$ cat src/rtl/dab_gate_driver_if.sv
// Command/gate bundle between the DAB pattern generator, the gate driver and the gate pins.
// The pattern generator side is the master; the gate driver is the slave.
interface dab_gate_driver_if #(
  parameter int DT_W = 8
);
  logic            en;
  logic [DT_W-1:0] deadtime;
  logic [1:0]      V1;
  logic [1:0]      V2;
  logic [3:0]      Sp;
  logic [3:0]      Ss;
  logic            fault;
  logic            dt_busy;

  modport master (
    output en, deadtime, V1, V2,
    input  Sp, Ss, fault, dt_busy
  );

  modport slave (
    input  en, deadtime, V1, V2,
    output Sp, Ss, fault, dt_busy
  );
endinterface

$ cat src/rtl/dab_gate_driver.sv
// DAB gate driver: maps V1/V2 levels onto four half-bridge legs, each with deadtime and a sticky illegal-code fault.
// Optional feature: define MIN_ON_TIME_EN to hold each on-state for at least MIN_ON cycles.
module dab_gate_driver #(
  parameter int DT_W   = 8,
  parameter int MIN_ON = 16
) (
  input  logic              clk,
  input  logic              rst,
  dab_gate_driver_if.slave  bus
);

  typedef enum logic [1:0] {
    OFF   = 2'd0,
    DT    = 2'd1,
    ON_HI = 2'd2,
    ON_LO = 2'd3
  } leg_state_t;

  logic [1:0]      v1_reg;
  logic [1:0]      v2_reg;
  logic            fault_reg;
  logic            illegal;
  logic            force_off;
  logic [DT_W-1:0] dt_load;
  logic [3:0]      target_hi;
  logic [7:0]      gate_reg;
  logic [3:0]      busy_reg;

  always_ff @(posedge clk or posedge rst) begin
    if (rst) begin
      v1_reg    <= 2'b00;
      v2_reg    <= 2'b00;
      fault_reg <= 1'b0;
    end else begin
      v1_reg    <= bus.V1;
      v2_reg    <= bus.V2;
      fault_reg <= fault_reg | illegal;
    end
  end

  // The illegal code already forces the legs off on the edge that latches the fault.
  assign illegal   = (v1_reg == 2'b10) || (v2_reg == 2'b10);
  assign force_off = !bus.en || fault_reg || illegal;
  assign dt_load   = (bus.deadtime == '0) ? DT_W'(1) : bus.deadtime;

  // Leg order: 0=PA, 1=PB, 2=SA, 3=SB. A level of 0 parks both legs low.
  assign target_hi[0] = (v1_reg == 2'b01);
  assign target_hi[1] = (v1_reg == 2'b11);
  assign target_hi[2] = (v2_reg == 2'b01);
  assign target_hi[3] = (v2_reg == 2'b11);

  genvar gi;
  generate
    for (gi = 0; gi < 4; gi++) begin : g_leg
      leg_state_t      state_reg;
      leg_state_t      state_next;
      logic [DT_W-1:0] cnt_reg;
      logic [DT_W-1:0] cnt_next;
      logic            want_move;
      logic            on_done;

`ifdef MIN_ON_TIME_EN
      localparam int ON_W = (MIN_ON > 1) ? $clog2(MIN_ON) : 1;
      logic [ON_W-1:0] on_cnt_reg;
      logic [ON_W-1:0] on_cnt_next;

      // on_cnt_reg holds (cycles already on - 1); saturates once the minimum is met.
      assign on_done = (on_cnt_reg >= ON_W'(MIN_ON - 1));

      always_comb begin
        on_cnt_next = '0;
        if (state_reg == ON_HI || state_reg == ON_LO) begin
          on_cnt_next = on_done ? on_cnt_reg : on_cnt_reg + 1'b1;
        end
      end

      always_ff @(posedge clk or posedge rst) begin
        if (rst) begin
          on_cnt_reg <= '0;
        end else begin
          on_cnt_reg <= on_cnt_next;
        end
      end
`else
      assign on_done = 1'b1;
`endif

      assign want_move = ((state_reg == ON_HI) && !target_hi[gi]) ||
                         ((state_reg == ON_LO) &&  target_hi[gi]);

      always_comb begin
        state_next = state_reg;
        cnt_next   = cnt_reg;
        case (state_reg)
          OFF: begin
            if (!force_off) begin
              state_next = DT;
              cnt_next   = dt_load;
            end
          end
          DT: begin
            if (force_off) begin
              state_next = OFF;
            end else if (cnt_reg <= DT_W'(1)) begin
              state_next = target_hi[gi] ? ON_HI : ON_LO;
            end else begin
              cnt_next = cnt_reg - 1'b1;
            end
          end
          ON_HI, ON_LO: begin
            if (force_off) begin
              state_next = OFF;
            end else if (want_move && on_done) begin
              state_next = DT;
              cnt_next   = dt_load;
            end
          end
          default: begin
            state_next = OFF;
          end
        endcase
      end

      // Gate pins are registered from the next state so they change on the same edge as the FSM.
      always_ff @(posedge clk or posedge rst) begin
        if (rst) begin
          state_reg          <= OFF;
          cnt_reg            <= '0;
          gate_reg[2*gi]     <= 1'b0;
          gate_reg[2*gi + 1] <= 1'b0;
          busy_reg[gi]       <= 1'b0;
        end else begin
          state_reg          <= state_next;
          cnt_reg            <= cnt_next;
          gate_reg[2*gi]     <= (state_next == ON_HI);
          gate_reg[2*gi + 1] <= (state_next == ON_LO);
          busy_reg[gi]       <= (state_next == DT);
        end
      end
    end
  endgenerate

  assign bus.Sp      = gate_reg[3:0];
  assign bus.Ss      = gate_reg[7:4];
  assign bus.fault   = fault_reg;
  assign bus.dt_busy = |busy_reg;

endmodule

$ cat src/flat_wrapper.sv
// flat-port wrapper written by rule: the top's interface ports become plain ports
module dab_gate_driver_flat 
#(
  parameter int DT_W   = 8,
  parameter int MIN_ON = 16
)
  (clk, rst, bus_en, bus_deadtime, bus_V1, bus_V2, bus_Sp, bus_Ss, bus_fault, bus_dt_busy);
  dab_gate_driver_if #(.DT_W(DT_W)) bus_i ();
  input  logic clk;
  input  logic rst;
  input wire logic [$bits(bus_i.en)-1:0] bus_en;
  input wire logic [$bits(bus_i.deadtime)-1:0] bus_deadtime;
  input wire logic [$bits(bus_i.V1)-1:0] bus_V1;
  input wire logic [$bits(bus_i.V2)-1:0] bus_V2;
  output wire logic [$bits(bus_i.Sp)-1:0] bus_Sp;
  output wire logic [$bits(bus_i.Ss)-1:0] bus_Ss;
  output wire logic [$bits(bus_i.fault)-1:0] bus_fault;
  output wire logic [$bits(bus_i.dt_busy)-1:0] bus_dt_busy;
  assign bus_i.en = bus_en;
  assign bus_i.deadtime = bus_deadtime;
  assign bus_i.V1 = bus_V1;
  assign bus_i.V2 = bus_V2;
  assign bus_Sp = bus_i.Sp;
  assign bus_Ss = bus_i.Ss;
  assign bus_fault = bus_i.fault;
  assign bus_dt_busy = bus_i.dt_busy;
  dab_gate_driver #(.DT_W(DT_W), .MIN_ON(MIN_ON)) u_core (.clk(clk), .rst(rst), .bus(bus_i));
endmodule
$ cat config.mk
export PLATFORM = sky130hd
export DESIGN_NAME = dab_gate_driver_flat
export DESIGN_NICKNAME = d
export VERILOG_FILES = /design/src/rtl/dab_gate_driver_if.sv /design/src/rtl/dab_gate_driver.sv /design/src/flat_wrapper.sv
export SDC_FILE = /design/constraint.sdc
export NUM_CORES = 1
export LEC_CHECK = 0
export BUFFER_PORTS_ARGS = -buffer_cell sky130_fd_sc_hd__buf_2
export CORE_ASPECT_RATIO = 1.4
export CORE_MARGIN = 2
export CORE_UTILIZATION = 55
export CTS_CLUSTER_DIAMETER = 120
export DETAILED_ROUTE_END_ITERATION = 6
export GPL_TIMING_DRIVEN = 1
export PLACE_DENSITY = 0.81
export SLEW_MARGIN = 10
export SYNTH_ARGS = -nofsm -noshare
export SYNTH_HDL_FRONTEND = slang
export SYNTH_SLANG_ARGS = --single-unit
$ cat constraint.sdc
create_clock -name clk -period 2.15 [get_ports clk]
set_input_delay 0.1075 -clock clk [delete_from_list [all_inputs] [get_ports clk]]
set_output_delay 0.1075 -clock clk [all_outputs]
set_load 0.01 [all_outputs]
==> impl_summary.md <==
Outcome
The flow ran to the end, and the final reports show no timing, DRC or antenna violations.

Logic synthesis
In the synthesized netlist the dominant register cell turns out to be dfrtp_1. The compound-gate portion of the synthesized area is 24.2%. The area share of and/or/nand/nor cells after synthesis is 20.8%. For this run, the register share of the synthesized area comes to 43.1%.

The library cell with the highest instance count after synthesis is dfrtp_1. In this run, distinct cell masters in the synthesized netlist total 63. The count of mapped cells out of synthesis is 334.

Sorting the synthesized cells by area gives the leading types as dfrtp_1 43%, nor2_1 4.1%, a21oi_1 3.6%. Summing every instance area after synthesis gives 3310 um2. The fraction of synthesized area in multiplexers is 4.50%.

Counting instances in the post-synthesis netlist gives the leading cell types as 57 x dfrtp_1, 36 x nor2_1, 24 x a21oi_1. The synthesized netlist devotes 0% of its cell area to XOR and XNOR gates. By area, the combinational part of the netlist is dominated by compound AO/OA/AOI/OAI gates.

The fraction of the mapped netlist area in adder cells is 3.03%. Each instance of the synthesized netlist takes up on average 9.90 um2. In this run, synthesis produced a sequential element count of 57. In this run the biggest area consumer among cell types represents 43.1% of the synthesized area. Counting flops with an async set or reset pin after synthesis yields a share of 100%. When the netlist entered floorplanning its net count stood at 357.

During synthesis, Yosys emitted a total of 0 warnings. The leading area contributor after synthesis is dfrtp_1. The number of enable flip-flop cells after synthesis is 0.

Final layout
The area growth from synthesis to layout is 12.1%. The ratio of cells with drive above 1 in the final layout is 19.1%. The fill cell total of the finished layout is 476.

The final layout contains 390 nets. The antenna cell count is 0. The sequential cells in the finished layout cover a total of 1430 um2. The area of combinational cells with multiple inputs is 1740 um2. The register with the most flip-flops in the layout has 32 of them.

Critical path
The critical path goes through inv_1 -> ha_1 -> or2_2 -> and4b_1 -> a2111oi_0 -> mux2i_1. The cell type group with the largest total delay on the critical path is simple AND/OR/NAND/NOR gates. The data required time at the worst endpoint is 2350 ps. The largest stage delay on the critical path is 400 ps. The worst setup path is captured at a flip-flop. The worst setup path is of the reg -> reg kind. The flop-to-flop setup slack is 240 ps. The critical path startpoint category is a flip-flop. Data arrives at the worst endpoint at 2100 ps. The worst-case reg-to-reg path depth is 6. In this run the critical register-to-register path is launched from u_core.g_leg[1].cnt_reg[0].

The reg-to-reg critical path endpoint is u_core.g_leg[1].cnt_reg[0]. The critical path's slowest cell is a2111oi_0. Along the worst path, the maximum fanout reaches 6. Counting both buffers and inverters, the worst setup path holds a total of 1.

Clock tree
The number of buffers created by CTS is 9. TritonCTS built the clock tree. The cell at the root of the clock tree is clkbuf_8. At the later pin of the worst-skew pair, clock insertion delay measures 340 ps.

The post-CTS clock slew at the launch and capture registers of the worst setup and hold paths is 70 ps. In this run the deepest clock path goes through 2 buffers. CTS built an H-tree with a depth of 3.

The post-CTS setup buffer count is 0. The clock sink total is 57.

Timing
The clock period minus final worst setup slack is 1910 ps. The minimum setup slack in the final design is 244 ps. In the final timing run, aggregate negative setup slack is 0 ps.

Setup repair after global routing left no endpoint under its margin. The number of failing hold endpoints at the final stage came to 0. The max-slew violation count is 0. The clock skew after layout is 8.27 ps. Measured against its own limit, the worst slew margin works out to 52.8%.

The fraction of the cycle the final worst path needs is 88.7%. Setup violations remaining at the end of the flow were counted as 0. At the pin with the least slew margin, the transition time is 709 ps.

The highest attainable clock frequency is 0.525 GHz.

Detailed routing
The first TritonRoute pass finished after 6 iterations. The routed layout has 2,900 vias. The post-route DRC violation count is 0. The overall routed net length is 8200 um. The routed via count divided by cell count is 6.56.

The detail-routed net length per standard cell is 18.6 um. The violation count after the first detailed-routing iteration is 304. Once detail routing completed, the nets flagged for antenna violations numbered 0.

Floorplanning
The number of placed I/O pins is 25. In this run the vertical extent of the chip is 95.7 um. The area of the core is 5820 um2. The die is 69.5 um wide. The floorplan die area is 6660 um2.

The site row count is 33. The initial cell density of the core is 56.8%.

Place
Detailed placement finished with a half-perimeter wire length of 5530 um. The port buffer count is 24. The pre-CTS setup slack is 242 ps.

The routability-driven placement congestion ratio is 0.912.

Hold path
The beginning of the worst hold path is bus_deadtime[1]. The worst min-delay path endpoint is u_core.g_leg[2].cnt_reg[1]. The worst hold path belongs to the class in -> reg. Along the worst hold path, the cell count comes to 3.

Global routing
For this run the aggregate overflow at the end of global routing stands at 0. The via count of the first global-routing pass is 2,807. The first global-routing pass estimated 13,300 um of wire.

The pin count of the biggest net entering global routing is 58. The total track usage is 25.7%. The number of antenna violations at the first check in global routing is 0.

Power and ir drop
For this design the ratio of total power to cell area is 688 nW/um2. VDD sags by at most 315 uV. The static leakage is 1.70 nW.

Flow run
The number of max-capacitance violations reported is 0.
cells by family after synthesis:
logic type                 Yosys count
adders and majority gates            8
DFF                                 57
AOI/OAI and AO/OA                  109
muxes                               14
and+or+nand+nor                    117
buffers and inverters               29
final cells by class:
class	count	area share [%]
clock buffer	9	3.34
clock inverter	7	1.25
inverter	14	1.48
multi-input combinational	248	46.9
sequential	57	38.5
tap	70	2.36
timing repair buffer	37	6.21
per-layer routing:
metal  vias up  GRT usage [%]  part of all wire (%)
met3        23           3.98                   4.5
li1       1345              -                     -
met1      1426           31.8                    42
met2       106           41.6                    50
met5         -              0                     0
met4         0           17.5                   3.9
through the flow:
step           util, %  power, mW  instance area, um2  hold WS [ps]  std cells
2_1_floorplan        -       1.56                3310           139        334
3_3_place_gp      59.9       1.65                3490           217        421
3_5_place_dp      59.9       1.67                3490           217        421
4_1_cts           63.7       2.55                3710           167        442
5_1_grt           63.7       2.67                3710           163        442
6_report          63.7       2.55                3710           173        442
report_power, final:
group	switching, mW	internal (mW)	total [mW]
sequential	0.137	1.17	1.31
combinational	0.191	0.167	0.359
clock	0.470	0.414	0.885
layout by cell type, fill, tap and decap left out, types with 4 or more instances in the layout:
cell,count
inv_2,4
nor3_1,7
and2_1,6
nor2b_1,6
nand2b_1,10
nand2_1,13
o2111ai_1,5
dfrtp_1,57
nor2_1,36
nor3b_1,4
o2111a_1,5
buf_4,8
a41oi_1,5
dlygate4sd3_1,5
buf_2,24
a21oi_1,24
inv_1,9
nor4_1,7
clkbuf_8,9
o21ai_0,16
ha_1,8
nand3_1,4
a2bb2oi_1,7
o41ai_1,12
mux2i_1,10
nand4_1,4
what timing repair did:
item,CTS,global route
resized for setup,0,0
hold buffers,5,0
endpoints found under the hold margin,36,0
worst max path at each step:
stage | start | end | slack (ps) | cells after the start
2_1_floorplan | u_core.g_leg[1].cnt_reg[0] | u_core.g_leg[1].cnt_reg[0] | 430 | 6
3_3_place_gp | u_core.g_leg[1].cnt_reg[0] | u_core.g_leg[1].cnt_reg[0] | 280 | 6
3_5_place_dp | u_core.g_leg[1].cnt_reg[0] | u_core.g_leg[1].cnt_reg[0] | 240 | 6
4_1_cts | u_core.g_leg[1].cnt_reg[0] | u_core.g_leg[1].cnt_reg[0] | 240 | 6
5_1_grt | u_core.bus.fault | u_core.g_leg[3].cnt_reg[6] | 50 | 5
6_report | u_core.g_leg[1].cnt_reg[0] | u_core.g_leg[1].cnt_reg[0] | 240 | 6
tightest hold or removal path, stage by stage:
cell and delay, ps:
buf_2 160, a21oi_1 130, mux2i_1 70
Power figures use the tool's default switching activity.
